$ cat src/rtl/ltc2311_capture.sv
// LTC2311-16 conversion/readout sequencer. It issues a CNV pulse, clocks the result out over
// SCK/SDO, and pushes each sampled word into the sample FIFO at a fixed rate.
module ltc2311_capture #(
    parameter int DATA_WIDTH    = 16,
    parameter int CLK_DIV       = 2,
    parameter int CNV_CYCLES    = 50,
    parameter int SAMPLE_PERIOD = 200
) (
    input  logic                  clock,
    input  logic                  reset_n,
    input  logic                  enable,
    input  logic                  adc_sdo,
    input  logic                  full,
    input  logic                  overflow_clear,
    output logic                  adc_cnv,
    output logic                  adc_sck,
    output logic                  write_increment,
    output logic [DATA_WIDTH-1:0] write_data,
    output logic                  busy,
    output logic                  overflow,
    output logic [2:0]            state_dbg
);
    localparam int CW   = $clog2(SAMPLE_PERIOD);
    localparam int DIVW = $clog2(CLK_DIV + 1);
    localparam int BW   = $clog2(DATA_WIDTH + 1);

    localparam logic [CW-1:0]   CNT_LAST = CW'(SAMPLE_PERIOD - 1);
    localparam logic [CW-1:0]   CNV_LAST = CW'(CNV_CYCLES - 1);
    localparam logic [DIVW-1:0] DIV_LAST = DIVW'(CLK_DIV - 1);
    localparam logic [BW-1:0]   BIT_LAST = BW'(DATA_WIDTH);

    typedef enum logic [2:0] {
        ST_IDLE    = 3'd0,
        ST_CONVERT = 3'd1,
        ST_SHIFT   = 3'd2,
        ST_PUSH    = 3'd3,
        ST_WAIT    = 3'd4
    } state_t;

    state_t                state_q, state_d;
    logic [CW-1:0]         cnt_q, cnt_d;
    logic [DIVW-1:0]       div_q, div_d;
    logic [BW-1:0]         bit_q, bit_d;
    logic                  cnv_q, cnv_d;
    logic                  sck_q, sck_d;
    logic                  ovf_q, ovf_d;
    logic [DATA_WIDTH-1:0] shreg_q, shreg_d;
    logic [DATA_WIDTH-1:0] wdata_q, wdata_d;

    // Handshake: write_increment is a single-cycle push, raised only in PUSH while full=0;
    // write_data is valid exactly while write_increment=1 and holds the last pushed word otherwise.
    always_comb begin
        state_d         = state_q;
        div_d           = div_q;
        bit_d           = bit_q;
        sck_d           = 1'b0;
        shreg_d         = shreg_q;
        wdata_d         = wdata_q;
        ovf_d           = overflow_clear ? 1'b0 : ovf_q;
        write_increment = 1'b0;
        write_data      = wdata_q;
        cnt_d           = (state_q == ST_IDLE || cnt_q == CNT_LAST) ? '0 : cnt_q + 1'b1;

        case (state_q)
            ST_IDLE: begin
                if (enable) state_d = ST_CONVERT;
            end
            ST_CONVERT: begin
                if (cnt_q == CNV_LAST) begin
                    state_d = ST_SHIFT;
                    div_d   = '0;
                    bit_d   = '0;
                end
            end
            ST_SHIFT: begin
                // One trailing low cycle follows the last bit before PUSH.
                if (bit_q == BIT_LAST) begin
                    state_d = ST_PUSH;
                end else begin
                    sck_d = sck_q;
                    if (div_q == DIV_LAST) begin
                        div_d = '0;
                        sck_d = ~sck_q;
                        if (sck_q) begin
                            shreg_d = {shreg_q[DATA_WIDTH-2:0], adc_sdo};
                            bit_d   = bit_q + 1'b1;
                        end
                    end else begin
                        div_d = div_q + 1'b1;
                    end
                end
            end
            ST_PUSH: begin
                if (full) begin
                    ovf_d = 1'b1;
                end else begin
                    write_increment = 1'b1;
                    write_data      = shreg_q;
                    wdata_d         = shreg_q;
                end
                if (cnt_q == CNT_LAST) state_d = enable ? ST_CONVERT : ST_IDLE;
                else                   state_d = ST_WAIT;
            end
            ST_WAIT: begin
                if (cnt_q == CNT_LAST) state_d = enable ? ST_CONVERT : ST_IDLE;
            end
            default: state_d = ST_IDLE;
        endcase

        cnv_d = (state_d == ST_CONVERT);
    end

    always_ff @(posedge clock or negedge reset_n) begin
        if (!reset_n) begin
            state_q <= ST_IDLE;
            cnt_q   <= '0;
            div_q   <= '0;
            bit_q   <= '0;
            cnv_q   <= 1'b0;
            sck_q   <= 1'b0;
            ovf_q   <= 1'b0;
            shreg_q <= '0;
            wdata_q <= '0;
        end else begin
            state_q <= state_d;
            cnt_q   <= cnt_d;
            div_q   <= div_d;
            bit_q   <= bit_d;
            cnv_q   <= cnv_d;
            sck_q   <= sck_d;
            ovf_q   <= ovf_d;
            shreg_q <= shreg_d;
            wdata_q <= wdata_d;
        end
    end

    assign adc_cnv   = cnv_q;
    assign adc_sck   = sck_q;
    assign overflow  = ovf_q;
    assign state_dbg = state_q;
    assign busy      = (state_q == ST_CONVERT) || (state_q == ST_SHIFT) || (state_q == ST_PUSH);

endmodule

$ cat config.mk
export PLATFORM = sky130hd
export DESIGN_NAME = ltc2311_capture
export DESIGN_NICKNAME = d
export VERILOG_FILES = /design/src/rtl/ltc2311_capture.sv
export SDC_FILE = /design/constraint.sdc
export NUM_CORES = 1
export LEC_CHECK = 0
export CORE_MARGIN = 1.5
export CORE_UTILIZATION = 54
export DETAILED_ROUTE_END_ITERATION = 6
export HOLD_SLACK_MARGIN = 0.06
export PLACE_DENSITY = 0.89
export SYNTH_ARGS = -nofsm -noshare
export SYNTH_HDL_FRONTEND = slang
export SYNTH_SLANG_ARGS = --single-unit
$ cat constraint.sdc
create_clock -name clock -period 2.05 [get_ports clock]
set_input_delay 0.5125 -clock clock [delete_from_list [all_inputs] [get_ports clock]]
set_output_delay 0.5125 -clock clock [all_outputs]
set_load 0.03 [all_outputs]
==> results.toml, run 1 <==
[route]
drt-total-wl_um = 5020
route.vias.total = 1577
via_per_inst = 5.65
drtIter0Drc = 79
first_pass_iters = 4
ant_nets = 0
route.detailed.drc = 0
wire_per_inst_um = 18.0

[yosys]
netlist_instances = 181
synth_cell_types = 38
syn_area_um2 = 2380
ys_async_sr_fraction_pct = 100
synth_nets = 191
yosysTopAreaCell = "dfrtp_1"
synth_top_area_share_pct = 55.7
synth_area_per_cell_um2 = 13.2
yosys_most_used_dff = "dfrtp_1"
synth.ff_latch_count = 53
yosys_warnings = 0
synth_edf_count = 0
yosysSeqAreaShare_pct = 55.7
synth.top_cells.by_area = "dfrtp_1 56%, mux2_2 11%, mux2_4 5.7%"

[floorplanning]
die_x_um = 69.4
die_area_um2 = 4820
die_height_um = 69.4
coreArea_um2 = 4120
initial_core_util_pct = 57.9
row_count = 23
ioPinCount = 30

[sta]
fin_worst_skew_ps = 15.2
maxSlewViolCount = 0
layout_worst_path_cycle_share_pct = 110
worst_pin_slew_ps = 555
timing.hold.ws_ps = 162
setup_slack_ps = -196
rsz0062_at_grt = "yes"
finalSetupViolCount = 16
hold_viol_final = 0
max_freq_mhz = 445
finalSetupTns_ps = -2460
relSlewSlack_pct = 62.5
fin_crit_ps = 2250

[critical_path]
cp-end-kind = "primary output"
slowest_stage = "dfrtp_2"
slowest_delay_ps = 430
reg2regPathDepth = 6
critPathLaunchType = "register"
cp.required_ps = 1540
r2r-start = "cnt_q[1]$_DFF_PN0_"
cp_top_family = "buffers and inverters"
arrival_ps = 1730
reg2reg_to = "bit_q[0]$_DFFE_PN0P_"
path_class = "reg2out"
rrSetupSlack_ps = 90
crit_fanout = 8
crit_chain = "nor3_4 -> buf_12 -> mux2_2 -> clkdlybuf4s15_2"
critical_path_buf_inv_count = 2

[place]
dp_cells = 265
portBuffers = 29
post-dp-hpwl_um = 3070
place_congestion = 0.796
placed_cell_area_um2 = 2800

[outcome]
status = "finished with violations"
failed_checks = "negative setup slack"

[flow_run]
maxCapViolCount = 0

[grt]
grt_overflow = 0
antenna_found_initial = 0
grt_use_total_pct = 22.6
grt_pass1_vias = 1674
grt_start_max_net_pins = 33
grt_pass1_wl_um = 8400

[clock_tree]
cts-root-buf = "clkbuf_8"
clk_latency_ps = 310
clock_path_buffers = 2
path_clk_slew_ps = 100
cts_tree = "built"
numCtsBuffers = 5
cts_sinks = 53
htreeDepth = 2
cts_hold_buf = 0

[finish]
multi_input_area_um2 = 1040
fill_cells = 267
antenna_cells = 0
fin_nets = 238
finalNonFillerCells = 279
area_growth_syn_to_layout_pct = 27.4
regArea_um2 = 1330
final_cell_area_um2 = 3030
fin_util_pct = 73.7
layout-drive-gt1-share_pct = 38.4

[power]
max-vdd-ir-drop_mv = 0.404
power.density_nw_per_um2 = 588
leakage_nw = 1.44

[worst_hold_path]
hold_path_class = "in2async"
[layout make-up]
cell class | count | area share, %
repair buffers | 45 | 15.5
clock buffers | 6 | 2.39
flip-flops and latches | 53 | 43.8
well taps | 50 | 2.06
multi-input cells | 118 | 34.3
clock inverters | 2 | 1.28
inverters | 5 | 0.619
[synth_stat cells (2+ instances only)]
| library cell | instances |
|---|---|
| nor3_1 | 3 |
| xnor2_1 | 5 |
| nor3b_1 | 2 |
| mux2_2 | 23 |
| nand3_1 | 10 |
| nand4_1 | 4 |
| dfrtp_1 | 53 |
| and2_1 | 3 |
| and3b_2 | 2 |
| o21ai_0 | 3 |
| mux2_4 | 9 |
| or2_2 | 2 |
| nor2_1 | 14 |
| xor2_1 | 4 |
| a21oi_1 | 3 |
| buf_6 | 3 |
| nand2_1 | 6 |
| nand2b_1 | 2 |
| and3_1 | 4 |
| ha_1 | 4 |
| inv_1 | 5 |
[layout by cell type, fill, tap and decap left out, types with 2 or more instances in the layout]
cell / instances
xor2_1: 4
and2_1: 3
dfrtp_2: 3
nor3_1: 3
buf_6: 15
mux2_2: 8
xnor2_1: 5
nand3_1: 10
or2_2: 2
clkdlybuf4s50_1: 6
nor2_1: 14
dfrtp_1: 50
nand2_1: 5
nand2b_1: 2
dlymetal6s2s_1: 2
clkbuf_8: 5
and3_1: 4
nand4_1: 4
ha_1: 4
dlygate4sd2_1: 2
buf_12: 4
mux2_4: 24
o21ai_0: 3
buf_4: 13
inv_1: 5
and3b_2: 2
nor3b_1: 2
a21oi_1: 3
[per-layer routing]
metal	up-vias	track usage, %	wire, um
li1	725	-	-
met3	10	5.96	166
met4	0	6.75	100
met1	805	28.3	2090
met5	-	0	0
met2	37	38.6	2660
[how the worst max path moves through the flow]
stage / startpoint / to / slack [ps] / cells past startpoint
finish: state_dbg[2]$_DFF_PN0_ / write_data[0] / -200 / 4
global route: state_dbg[2]$_DFF_PN0_ / write_data[0] / -260 / 4
CTS: state_dbg[2]$_DFF_PN0_ / write_data[0] / -220 / 4
detailed placement: full / write_data[0] / -780 / 5
global placement: full / write_data[0] / -760 / 5
floorplan: state_dbg[2]$_DFF_PN0_ / write_data[10] / -40 / 4
[sequential cells by signal, summed over array words and instances (netlist names)]
| name | cells |
|---|---|
| shreg_q | 16 |
| wdata_q | 16 |
| cnt_q | 8 |
| bit_q | 5 |
| state_dbg | 3 |
| div_q | 2 |
| adc_cnv | 1 |
| adc_sck | 1 |
| overflow | 1 |
[through the flow]
stage | setup WS (ps) | power [mW]
2_1_floorplan | -40.3 | 1.07
3_3_place_gp | -755 | 1.10
3_5_place_dp | -777 | 1.10
4_1_cts | -220 | 1.80
5_1_grt | -265 | 1.85
6_report | -196 | 1.79
[where the power goes]
| group | internal [mW] | switching [mW] | total (mW) |
|---|---|---|---|
| Combinational | 0.0107 | 0.0228 | 0.0335 |
| Clock | 0.367 | 0.341 | 0.707 |
| Sequential | 1.04 | 0.0000000000000000239 | 1.04 |
[cells by family after synthesis]
logic type               share of synthesized area (%)
adder cells (fa/ha/maj)                           2.10
XOR/XNOR                                          3.31
flip-flops                                        55.7
AND/OR/NAND/NOR                                   16.2
AO/OA/AOI/OAI                                     2.42
multiplexers                                      17.0
buffers and inverters                             3.26
[repair_timing]
action / in CTS / in global routing
resized for setup: 68 / 4
setup endpoints to repair: 19 / 18
setup buffers: 6 / 0
pin swaps: 1 / 0
No activity file was read; power rests on OpenSTA's default activity.
==> run 2, diff against run 1 <==
- CORE_UTILIZATION: 54 -> 45
- PLACE_DENSITY: 0.89 -> 0.78
==> run 2 against run 1 <==
  * The flow still finishes with violations (negative setup slack)
  * Setup slack worse by 1.3 ps
  * Global-route usage down 6.7 points
  * Design area increased by 1.6%
  * Hold slack got worse by 60 ps
  * Cell count rose by 8.2%
  * Critical endpoint is now write_data[13]
  * Largest cell class unchanged
  * Largest power group unchanged
==> results.toml, run 2 (synthesized netlist as in run 1, its figures left out) <==
[critical_path]
slowest_delay_ps = 390
path_class = "reg2out"
slowest_stage = "dfrtp_2"
critPathLaunchType = "register"
crit_fanout = 8
cp-end-kind = "primary output"
crit_chain = "nand2_4 -> nor3_4 -> buf_12 -> clkbuf_16 -> mux2_4 -> buf_6"
arrival_ps = 1730
cp.required_ps = 1540

[grt]
antenna_found_initial = 0
grt_pass1_wl_um = 6800
grt_start_max_net_pins = 40
grt_use_total_pct = 15.9
grt_overflow = 0
grt_pass1_vias = 1473

[finish]
layout-drive-gt1-share_pct = 39.2
area_growth_syn_to_layout_pct = 29.4
reg_top3 = "shreg_q: 16 flops, wdata_q: 16 flops, cnt_q: 8 flops"
antenna_cells = 0
fin_nets = 241
mostFrequentLayoutCells = "50 x dfrtp_1, 24 x mux2_4, 15 x buf_6, 15 x buf_4, 14 x nor2_1"
mostFrequentLayoutCell = "dfrtp_1"

[floorplanning]
coreArea_um2 = 5110
die_x_um = 75.7
die_area_um2 = 5740
die_height_um = 75.7
ioPinCount = 30
initial_core_util_pct = 46.6
row_count = 26

[sta]
max_freq_mhz = 445
fin_worst_skew_ps = 8.77
worst_pin_slew_ps = 396
hold_viol_final = 0
maxSlewViolCount = 0
setup_slack_ps = -197
finalSetupViolCount = 16
relSlewSlack_pct = 73.2
rsz0062_at_grt = "yes"
layout_worst_path_cycle_share_pct = 110
fin_crit_ps = 2250

[clock_tree]
cts-root-buf = "clkbuf_8"
clock_path_buffers = 2
clk_latency_ps = 310
numCtsBuffers = 5
htreeDepth = 2
cts_sinks = 53
path_clk_slew_ps = 100
cts_hold_buf = 0
cts_tree = "built"

[route]
via_per_inst = 5.12
drt-total-wl_um = 4320
drtIter0Drc = 85
wl_met3_um = 112
first_pass_iters = 5
route.met2.wl_um = 2070
topRoutingLayerUsed = "met4"
route.detailed.drc = 0
route.vias.total = 1547
met1_length_um = 2060
wire_per_inst_um = 14.3
ant_nets = 0

[power]
leakage_nw = 1.45
power.density_nw_per_um2 = 549
power_mw = 1.69
max-vdd-ir-drop_mv = 0.358

[place]
place_ws_ps = -766
portBuffers = 29
post-dp-hpwl_um = 2880
place_congestion = 0.767

[flow_run]
maxCapViolCount = 0

[outcome]
failed_checks = "negative setup slack"
status = "finished with violations"

[worst_hold_path]
hold_path_class = "in2async"
[run 2: worst paths after layout]
path	start	to	slack [ps]	depth (start not counted)
max in group asynchronous	reset_n	wdata_q[10]$_DFF_PN0_	1430	2
min	reset_n	shreg_q[12]$_DFFE_PN0P_	100	1
min in group clock	cnt_q[0]$_DFF_PN0_	cnt_q[0]$_DFF_PN0_	500	1
min reg2reg	cnt_q[0]$_DFF_PN0_	cnt_q[0]$_DFF_PN0_	500	1
max	state_dbg[1]$_DFF_PN0_	write_data[13]	-200	6
max reg2reg	state_dbg[2]$_DFF_PN0_	shreg_q[1]$_DFFE_PN0P_	370	5
[run 2: layout make-up]
cell class | instances | area, um^2
clock inverters | 3 | 26.3
well taps | 70 | 87.6
fillers | 410 | 2030
inverters | 5 | 18.8
flip-flops and latches | 53 | 1330
multi-input cells | 118 | 1040
repair buffers | 48 | 509
clock buffers | 5 | 68.8
[run 2: repair_timing]
action | CTS | global route
setup endpoints to repair | 19 | 17
pin swaps | 1 | 1
resized for setup | 67 | 6
gates cloned | 0 | 1
setup buffers | 5 | 3
[run 2: metrics by stage]
step                      utilization (%)  hold slack (ps)  instance area, um^2  instances  TNS, ps
final                                60.3              102                 3080        302    -2810
after global routing                 60.3              117                 3080        302    -3860
after floorplan                         -              217                 2420        181     -362
after detailed placement             55.2              447                 2820        285   -10520
after global placement               55.2              446                 2820        285   -10390
after CTS                            59.3              108                 3030        298    -2890
[run 2: per-layer routing]
| layer | GRT usage [%] | vias up |
|---|---|---|
| met5 | 0 | - |
| met3 | 3.44 | 8 |
| met1 | 22.0 | 781 |
| met2 | 24.4 | 28 |
| met4 | 6.15 | 0 |
| li1 | - | 730 |
[run 2: critical path: cells and delay by family (launching register included)]
family / cells / cell delay [ps]
AND/OR/NAND/NOR: 2 / 280
buffers and inverters: 3 / 450
multiplexers: 1 / 300
flip-flops: 1 / 390
[run 2: power by group]
part	internal [mW]	total (mW)	switching, mW	leakage, nW
Sequential	1.04	1.04	0.0000000000000000255	0.714
Clock	0.249	0.613	0.364	0.0423
Combinational	0.0113	0.0337	0.0224	0.692
